### src/rtl/matmul_result_drain_pkg.sv
// Shared definitions for the matmul result drain stage: default sizes,
// FSM state encoding, element index width and a counter-width helper.
package matmul_result_drain_pkg;

  localparam int N_DEF     = 3;
  localparam int ACC_W_DEF = 10;
  localparam int OUT_W_DEF = 8;

  // Wide enough for a row-major index into a matrix of up to 4x4.
  localparam int IDX_W = 4;

  typedef enum logic {
    FILL  = 1'b0,
    DRAIN = 1'b1
  } state_t;

  // Width of a counter that walks 0..n-1; never collapses to zero bits.
  function automatic int cnt_w(input int n);
    return (n > 1) ? $clog2(n) : 1;
  endfunction

endpackage

### src/rtl/matmul_result_drain_if.sv
// Row-in / element-out handshake bundle of the matmul result drain stage.
// slave: the drain block itself; master: the row producer plus the output consumer.
interface matmul_result_drain_if
  import matmul_result_drain_pkg::*;
#(
  parameter int N     = N_DEF,
  parameter int ACC_W = ACC_W_DEF,
  parameter int OUT_W = OUT_W_DEF
) ();

  logic                 row_valid;
  logic                 row_ready;
  logic [N*ACC_W-1:0]   row_data;
  logic                 out_valid;
  logic                 out_ready;
  logic [OUT_W-1:0]     out_data;
  logic [IDX_W-1:0]     out_idx;
  logic                 out_last;

  modport slave (
    input  row_valid, row_data, out_ready,
    output row_ready, out_valid, out_data, out_idx, out_last
  );

  modport master (
    output row_valid, row_data, out_ready,
    input  row_ready, out_valid, out_data, out_idx, out_last
  );

endinterface

### src/rtl/matmul_result_drain_narrow.sv
// Combinational ACC_W -> OUT_W element narrowing.
// Build option RESULT_SAT_EN: when defined, values above 2^OUT_W-1 clamp to
// all ones; otherwise the upper bits are simply dropped. o_ovf flags any
// element that does not fit in OUT_W bits, in both builds.
module matmul_result_drain_narrow
  import matmul_result_drain_pkg::*;
#(
  parameter int ACC_W = ACC_W_DEF,
  parameter int OUT_W = OUT_W_DEF
) (
  input  logic [ACC_W-1:0] i_val,
  output logic [OUT_W-1:0] o_data,
  output logic             o_ovf
);

  generate
    if (OUT_W == ACC_W) begin : g_pass
      assign o_data = i_val;
      assign o_ovf  = 1'b0;
    end else begin : g_narrow
      logic w_ovf;
      assign w_ovf = |i_val[ACC_W-1:OUT_W];
`ifdef RESULT_SAT_EN
      assign o_data = w_ovf ? {OUT_W{1'b1}} : i_val[OUT_W-1:0];
`else
      assign o_data = i_val[OUT_W-1:0];
`endif
      assign o_ovf = w_ovf;
    end
  endgenerate

endmodule

### src/rtl/matmul_result_drain.sv
// matmul_result_drain: buffers one NxN matrix of MAC results arriving a row
// at a time, then streams it out row-major one element per transfer,
// narrowed to OUT_W bits. Fill and drain never overlap.
// Build option RESULT_SAT_EN: clamp oversize elements and keep a sticky
// sat_flag; when undefined elements are truncated and sat_flag stays 0.
module matmul_result_drain
  import matmul_result_drain_pkg::*;
#(
  parameter int N     = N_DEF,
  parameter int ACC_W = ACC_W_DEF,
  parameter int OUT_W = OUT_W_DEF
) (
  input  logic                  clk,
  input  logic                  rst_n,
  input  logic                  flush,
  matmul_result_drain_if.slave  bus,
  output logic                  busy,
  output logic                  sat_flag
);

  localparam int CNT_W = cnt_w(N);

  state_t                 r_state;
  state_t                 w_state_nxt;
  logic [CNT_W-1:0]       r_row_cnt;
  logic [CNT_W-1:0]       r_drow;
  logic [CNT_W-1:0]       r_dcol;
  logic [N*ACC_W-1:0]     r_buf [N];

  logic                   w_row_acc;
  logic                   w_row_last;
  logic                   w_xfer;
  logic                   w_elem_last;
  logic [N*ACC_W-1:0]     w_sel_row;
  logic [ACC_W-1:0]       w_elem;
  logic [OUT_W-1:0]       w_narrow;
  logic                   w_ovf;
  logic [IDX_W-1:0]       w_idx;

  // Handshakes are qualified by state so rows offered in DRAIN are ignored.
  assign w_row_acc   = bus.row_valid && (r_state == FILL);
  assign w_row_last  = (r_row_cnt == CNT_W'(N - 1));
  assign w_xfer      = bus.out_ready && (r_state == DRAIN);
  assign w_elem_last = (r_drow == CNT_W'(N - 1)) && (r_dcol == CNT_W'(N - 1));

  // Element select from separate row/col counters keeps the index free of a divider.
  assign w_sel_row = r_buf[r_drow];
  assign w_elem    = w_sel_row[int'(r_dcol) * ACC_W +: ACC_W];
  assign w_idx     = IDX_W'(r_drow) * IDX_W'(N) + IDX_W'(r_dcol);

  matmul_result_drain_narrow #(
    .ACC_W (ACC_W),
    .OUT_W (OUT_W)
  ) u_narrow (
    .i_val  (w_elem),
    .o_data (w_narrow),
    .o_ovf  (w_ovf)
  );

  // FSM state register.
  always_ff @(posedge clk or negedge rst_n) begin
    if (!rst_n) r_state <= FILL;
    else        r_state <= w_state_nxt;
  end

  // FSM next state; flush overrides every handshake.
  always_comb begin
    w_state_nxt = r_state;
    if (flush) begin
      w_state_nxt = FILL;
    end else begin
      case (r_state)
        FILL:    if (w_row_acc && w_row_last) w_state_nxt = DRAIN;
        DRAIN:   if (w_xfer && w_elem_last)  w_state_nxt = FILL;
        default: w_state_nxt = FILL;
      endcase
    end
  end

  // FSM outputs; data outputs read zero whenever nothing is being offered.
  always_comb begin
    bus.row_ready = 1'b0;
    bus.out_valid = 1'b0;
    bus.out_data  = '0;
    bus.out_idx   = '0;
    bus.out_last  = 1'b0;
    busy          = 1'b0;
    case (r_state)
      FILL: begin
        bus.row_ready = 1'b1;
      end
      DRAIN: begin
        bus.out_valid = 1'b1;
        bus.out_data  = w_narrow;
        bus.out_idx   = w_idx;
        bus.out_last  = w_elem_last;
        busy          = 1'b1;
      end
      default: ;
    endcase
  end

  // Fill row counter and drain row/col counters.
  always_ff @(posedge clk or negedge rst_n) begin
    if (!rst_n) begin
      r_row_cnt <= '0;
      r_drow    <= '0;
      r_dcol    <= '0;
    end else if (flush) begin
      r_row_cnt <= '0;
      r_drow    <= '0;
      r_dcol    <= '0;
    end else begin
      if (w_row_acc) begin
        r_row_cnt <= w_row_last ? '0 : r_row_cnt + 1'b1;
      end
      if (w_xfer) begin
        if (r_dcol == CNT_W'(N - 1)) begin
          r_dcol <= '0;
          r_drow <= (r_drow == CNT_W'(N - 1)) ? '0 : r_drow + 1'b1;
        end else begin
          r_dcol <= r_dcol + 1'b1;
        end
      end
    end
  end

  // Matrix buffer: data only, so no reset; a flushed row is never written.
  always_ff @(posedge clk) begin
    if (w_row_acc && !flush) r_buf[r_row_cnt] <= bus.row_data;
  end

`ifdef RESULT_SAT_EN
  // Sticky saturation flag, set when a clamped element is handed over.
  always_ff @(posedge clk or negedge rst_n) begin
    if (!rst_n)                 sat_flag <= 1'b0;
    else if (flush)             sat_flag <= 1'b0;
    else if (w_xfer && w_ovf)   sat_flag <= 1'b1;
  end
`else
  logic w_unused_ovf;
  assign w_unused_ovf = w_ovf;
  assign sat_flag     = 1'b0;
`endif

endmodule

### src/flat_wrapper.sv
// flat-port wrapper written by rule: the top's interface ports become plain ports
module matmul_result_drain_flat import matmul_result_drain_pkg::*;
#(
  parameter int N     = N_DEF,
  parameter int ACC_W = ACC_W_DEF,
  parameter int OUT_W = OUT_W_DEF
)
  (clk, rst_n, flush, busy, sat_flag, bus_row_valid, bus_row_data, bus_out_ready, bus_row_ready, bus_out_valid, bus_out_data, bus_out_idx, bus_out_last);
  matmul_result_drain_if #(.N(N), .ACC_W(ACC_W), .OUT_W(OUT_W)) bus_i ();
  input  logic clk;
  input  logic rst_n;
  input  logic flush;
  output logic busy;
  output logic sat_flag;
  input wire logic [$bits(bus_i.row_valid)-1:0] bus_row_valid;
  input wire logic [$bits(bus_i.row_data)-1:0] bus_row_data;
  input wire logic [$bits(bus_i.out_ready)-1:0] bus_out_ready;
  output wire logic [$bits(bus_i.row_ready)-1:0] bus_row_ready;
  output wire logic [$bits(bus_i.out_valid)-1:0] bus_out_valid;
  output wire logic [$bits(bus_i.out_data)-1:0] bus_out_data;
  output wire logic [$bits(bus_i.out_idx)-1:0] bus_out_idx;
  output wire logic [$bits(bus_i.out_last)-1:0] bus_out_last;
  assign bus_i.row_valid = bus_row_valid;
  assign bus_i.row_data = bus_row_data;
  assign bus_i.out_ready = bus_out_ready;
  assign bus_row_ready = bus_i.row_ready;
  assign bus_out_valid = bus_i.out_valid;
  assign bus_out_data = bus_i.out_data;
  assign bus_out_idx = bus_i.out_idx;
  assign bus_out_last = bus_i.out_last;
  matmul_result_drain #(.N(N), .ACC_W(ACC_W), .OUT_W(OUT_W)) u_core (.clk(clk), .rst_n(rst_n), .flush(flush), .bus(bus_i), .busy(busy), .sat_flag(sat_flag));
endmodule
### config.mk
export PLATFORM = sky130hd
export DESIGN_NAME = matmul_result_drain_flat
export DESIGN_NICKNAME = d
export VERILOG_FILES = /design/src/rtl/matmul_result_drain_pkg.sv /design/src/rtl/matmul_result_drain_if.sv /design/src/rtl/matmul_result_drain_narrow.sv /design/src/rtl/matmul_result_drain.sv /design/src/flat_wrapper.sv
export SDC_FILE = /design/constraint.sdc
export NUM_CORES = 1
export LEC_CHECK = 0
export CORE_ASPECT_RATIO = 1.5
export CORE_UTILIZATION = 40
export CTS_CLUSTER_DIAMETER = 120
export CTS_CLUSTER_SIZE = 40
export DETAILED_ROUTE_END_ITERATION = 7
export DONT_BUFFER_PORTS = 1
export PLACE_DENSITY = 0.55
export SKIP_LAST_GASP = 1
export SLEW_MARGIN = 30
export SYNTH_ARGS = -nofsm -noshare
export SYNTH_HDL_FRONTEND = slang
export SYNTH_HIERARCHICAL = 1
export SYNTH_SLANG_ARGS = --single-unit
### constraint.sdc
create_clock -name clk -period 9.8 [get_ports clk]
set_clock_uncertainty 0.05 [all_clocks]
set_input_delay 0.98 -clock clk [delete_from_list [all_inputs] [get_ports clk]]
set_output_delay 0.98 -clock clk [all_outputs]
set_load 0.01 [all_outputs]
==> out/metrics.sh <==
STATUS='finished, final reports clean'
TIMING.CRITICAL_PATH.SLOWEST_STAGE_CELL='sky130_fd_sc_hd__fa_1'
MAX_CAP_VIOLATIONS=0
WORST_R2R_START='u_core/r_state'
GRT_ANTENNA_BEFORE_REPAIR=0
CRIT_PATH_MAX_FANOUT=45
FINAL_NET_COUNT=267
FF_LATCH_AREA_MM2=0.00234
NUM-FILL-CELLS=770
SYNTH-WARNING-COUNT=6
CP_DATA_ARRIVAL_TIME_NS=2.44
HOLD_BUFFERS=0
DIE-WIDTH_UM=78.4
SYN-INSTANCE-COUNT=235
CTS_TREE='yes'
TOTALNEGATIVESETUPSLACK_NS=0
GRT_MAX_DEGREE=46
HTREEDEPTH=3
POWER.SHARE.CLOCK_PCT=42.0
GRT_FIRST_PASS_WIRELENGTH_MM=9.96
MAPPEDNETLISTNETS=277
CTS-ROOT-TO-SINK-BUFFERS=2
FIRST_GLOBAL_VIAS=1800
DRC=0
TOTALPOWERFINAL_mW=0.694
COMBINATIONALPOWERSHARE_PCT=2.8
CPMOSTUSEDCELL='sky130_fd_sc_hd__fa_1'
CTS_BUFFERS=9
NUM_ANTENNA_CELLS=0
INITIAL_UTILIZATION_PCT=41.3
FINAL-SETUP-VIOL-COUNT=0
CRIT_END='bus_out_idx[2]'
PERIOD_NEEDED_NS=3.47
TRITONCTS_NUM_SINKS=79
SHARE_OF_POST_ROUTE_CELLS_WITH_DRIVE_STRENGTH_ABOVE_1_PCT=15.7
TIMING.FMAX_MHz=288
CRITICAL_PATH_DEPTH=5
P_PER_AREA_mW_PER_MM2=184
CRITICAL_PATH.MAX_STAGE_DELAY_NS=0.51
CRITICAL_PATH.CELL_CHAIN='buf_4 -> fa_1 -> ha_1 -> fa_1 -> and2_1'
CLKSLEWWORSTSETUPHOLDPATHS_NS=0.05
DETAILEDROUTE.FIRSTPASSITERATIONCOUNT=4
FINAL.PERIOD_UTILIZATION_PCT=35.5
POWER_SWITCHING_SHARE_PCT=18.5
TOTAL_LEAKAGE_POWER_nW=1.25
GR-USAGE-ALL-LAYERS_PCT=15.6
SLEW_HEADROOM_PCT=46.1
VIAS=1737
DIE-AREA_MM2=0.00913
PWR-SHARE-SEQ_PCT=55.2
CP_REQUIRED_NS=8.77
OVERFLOW=0
RSZ0062_AT_GRT='no'
IRDROPWORSTVDD_V=0.000147
FIN_WORST_HOLD_SLACK_NS=0.292
DETAILEDROUTE.FIRSTITERATIONVIOLATIONS=103
ROWS=41
CP_TOP_FAMILY='adder cells'
WIRE_PER_INST_UM=18.9
AREA.GROWTH.SYNTH_TO_FINAL_PCT=7.76
CP_NUM_BUF_INV=1
WORST-R2R-SETUP-SLACK_NS=7.53
CORE_REGION_AREA_MM2=0.00846
RR_WORST_DEPTH=2
CTS_ROOT_BUF='sky130_fd_sc_hd__clkbuf_16'
POST_SYNTH.CELL_AREA_AVG_UM2=14.9
ROUTABILITYCONGESTION=0.736
IO_PINS=52
DRT_WL_TOTAL_MM=6.37
CP-END-KIND='primary output'
COUNT_OF_FINAL_MAX_SLEW_CHECK_FAILURES=0
MULTIINPUTGATEAREA_UM2=995
VIAS_PER_CELL=5.15
HOLD_PATH_CLASS='in -> async'
TIGHTESTPINTRANSITION_NS=0.807
POST_CTS.RESIZED_INSTANCES=0
POWER_SWITCHING_mW=0.128
CRIT_TYPE='reg -> out'
REGTOREGENDPOINT='u_core/r_buf[1][25]'
DRT.ANTENNA.VIOLATING_NETS=0
WORSTSETUPSTARTPOINT='u_core/r_drow[1]'
PLACE.DETAILED.HPWL_MM=3.97
POST_CTS.REPAIR.SETUP_BUFFERS=0
FINALHOLDVIOLCOUNT=0
PORT_BUFFERS=0
CELLINTERNALPOWER_mW=0.566
WORST_SETUP_SP_TYPE='register'
WORSTSKEWPAIRLATENCY_NS=0.33
SYNTH_AREA_MM2=0.00350
DIE_HEIGHT_UM=117
-- layer usage --
metal | part of all wire, % | track usage, % | vias to the layer above
li1 | - | - | 838
met3 | 5.7 | 5.63 | 9
met1 | 39 | 16.8 | 846
met2 | 52 | 26.0 | 44
met5 | 0 | 0 | -
met4 | 3.6 | 9.88 | 0
-- final cells by class --
type                    count  area share, %
clock buffers              15           6.84
clock inverters             1          0.133
inverters                   3          0.299
multi-input cells         128           26.4
flip-flops and latches     79           62.0
well taps                 107           3.55
repair buffers              4          0.797
-- stage by stage --
stage | setup slack (ns) | util [%] | instances | cell area (µm²)
finish | 6.33 | 44.5 | 337 | 3770
global route | 6.20 | 44.5 | 337 | 3770
CTS | 6.30 | 44.5 | 337 | 3770
detailed placement | 6.65 | 41.4 | 321 | 3510
global placement | 6.68 | 41.4 | 321 | 3510
floorplan | 6.15 | - | 235 | 3500
-- how the worst min path moves through the flow --
stage	start	endpoint	slack, ns
5_1_grt	rst_n	u_core/r_drow[1]	0.27
4_1_cts	rst_n	u_core/r_drow[1]	0.28
3_3_place_gp	u_core/r_dcol[0]	u_core/r_dcol[0]	0.55
2_1_floorplan	u_core/r_row_cnt[1]	u_core/r_row_cnt[1]	0.50
6_report	rst_n	u_core/r_row_cnt[0]	0.29
3_5_place_dp	u_core/r_row_cnt[1]	u_core/r_row_cnt[1]	0.56
-- cell usage in the layout, fill, tap and decap left out, types with 7 or more instances in the layout --
cell type                   instances
sky130_fd_sc_hd__nand2b_1          17
sky130_fd_sc_hd__edfxtp_1          72
sky130_fd_sc_hd__nor2b_1           11
sky130_fd_sc_hd__o211ai_1          16
sky130_fd_sc_hd__nor2_1            18
sky130_fd_sc_hd__clkbuf_16          9
sky130_fd_sc_hd__o311ai_1           8
sky130_fd_sc_hd__mux2_2            16
sky130_fd_sc_hd__a211oi_1           8
sky130_fd_sc_hd__dfrtp_1            7
sky130_fd_sc_hd__and2_1            12
-- power groups by stage --
stage          logic [mW]  clock network [mW]  registers, mW
2_1_floorplan      0.0191                   0          0.389
3_3_place_gp       0.0198                   0          0.389
3_5_place_dp       0.0199                   0          0.390
4_1_cts            0.0200               0.300          0.383
5_1_grt            0.0218               0.312          0.384
6_report           0.0195               0.292          0.383
-- worst reg2reg max path, cell delays in order (launching register included) --
cell and delay (ns):
sky130_fd_sc_hd__dfrtp_1 0.64, sky130_fd_sc_hd__or3b_4 0.54, sky130_fd_sc_hd__and2b_2 0.66
-- state kept, by name, summed over array words and instances, names as in the netlist --
| register | count |
|---|---|
| u_core/r_buf | 72 |
| u_core/r_dcol | 2 |
| u_core/r_drow | 2 |
| u_core/r_row_cnt | 2 |
| u_core/r_state | 1 |
(Power assumes the default switching activity.)
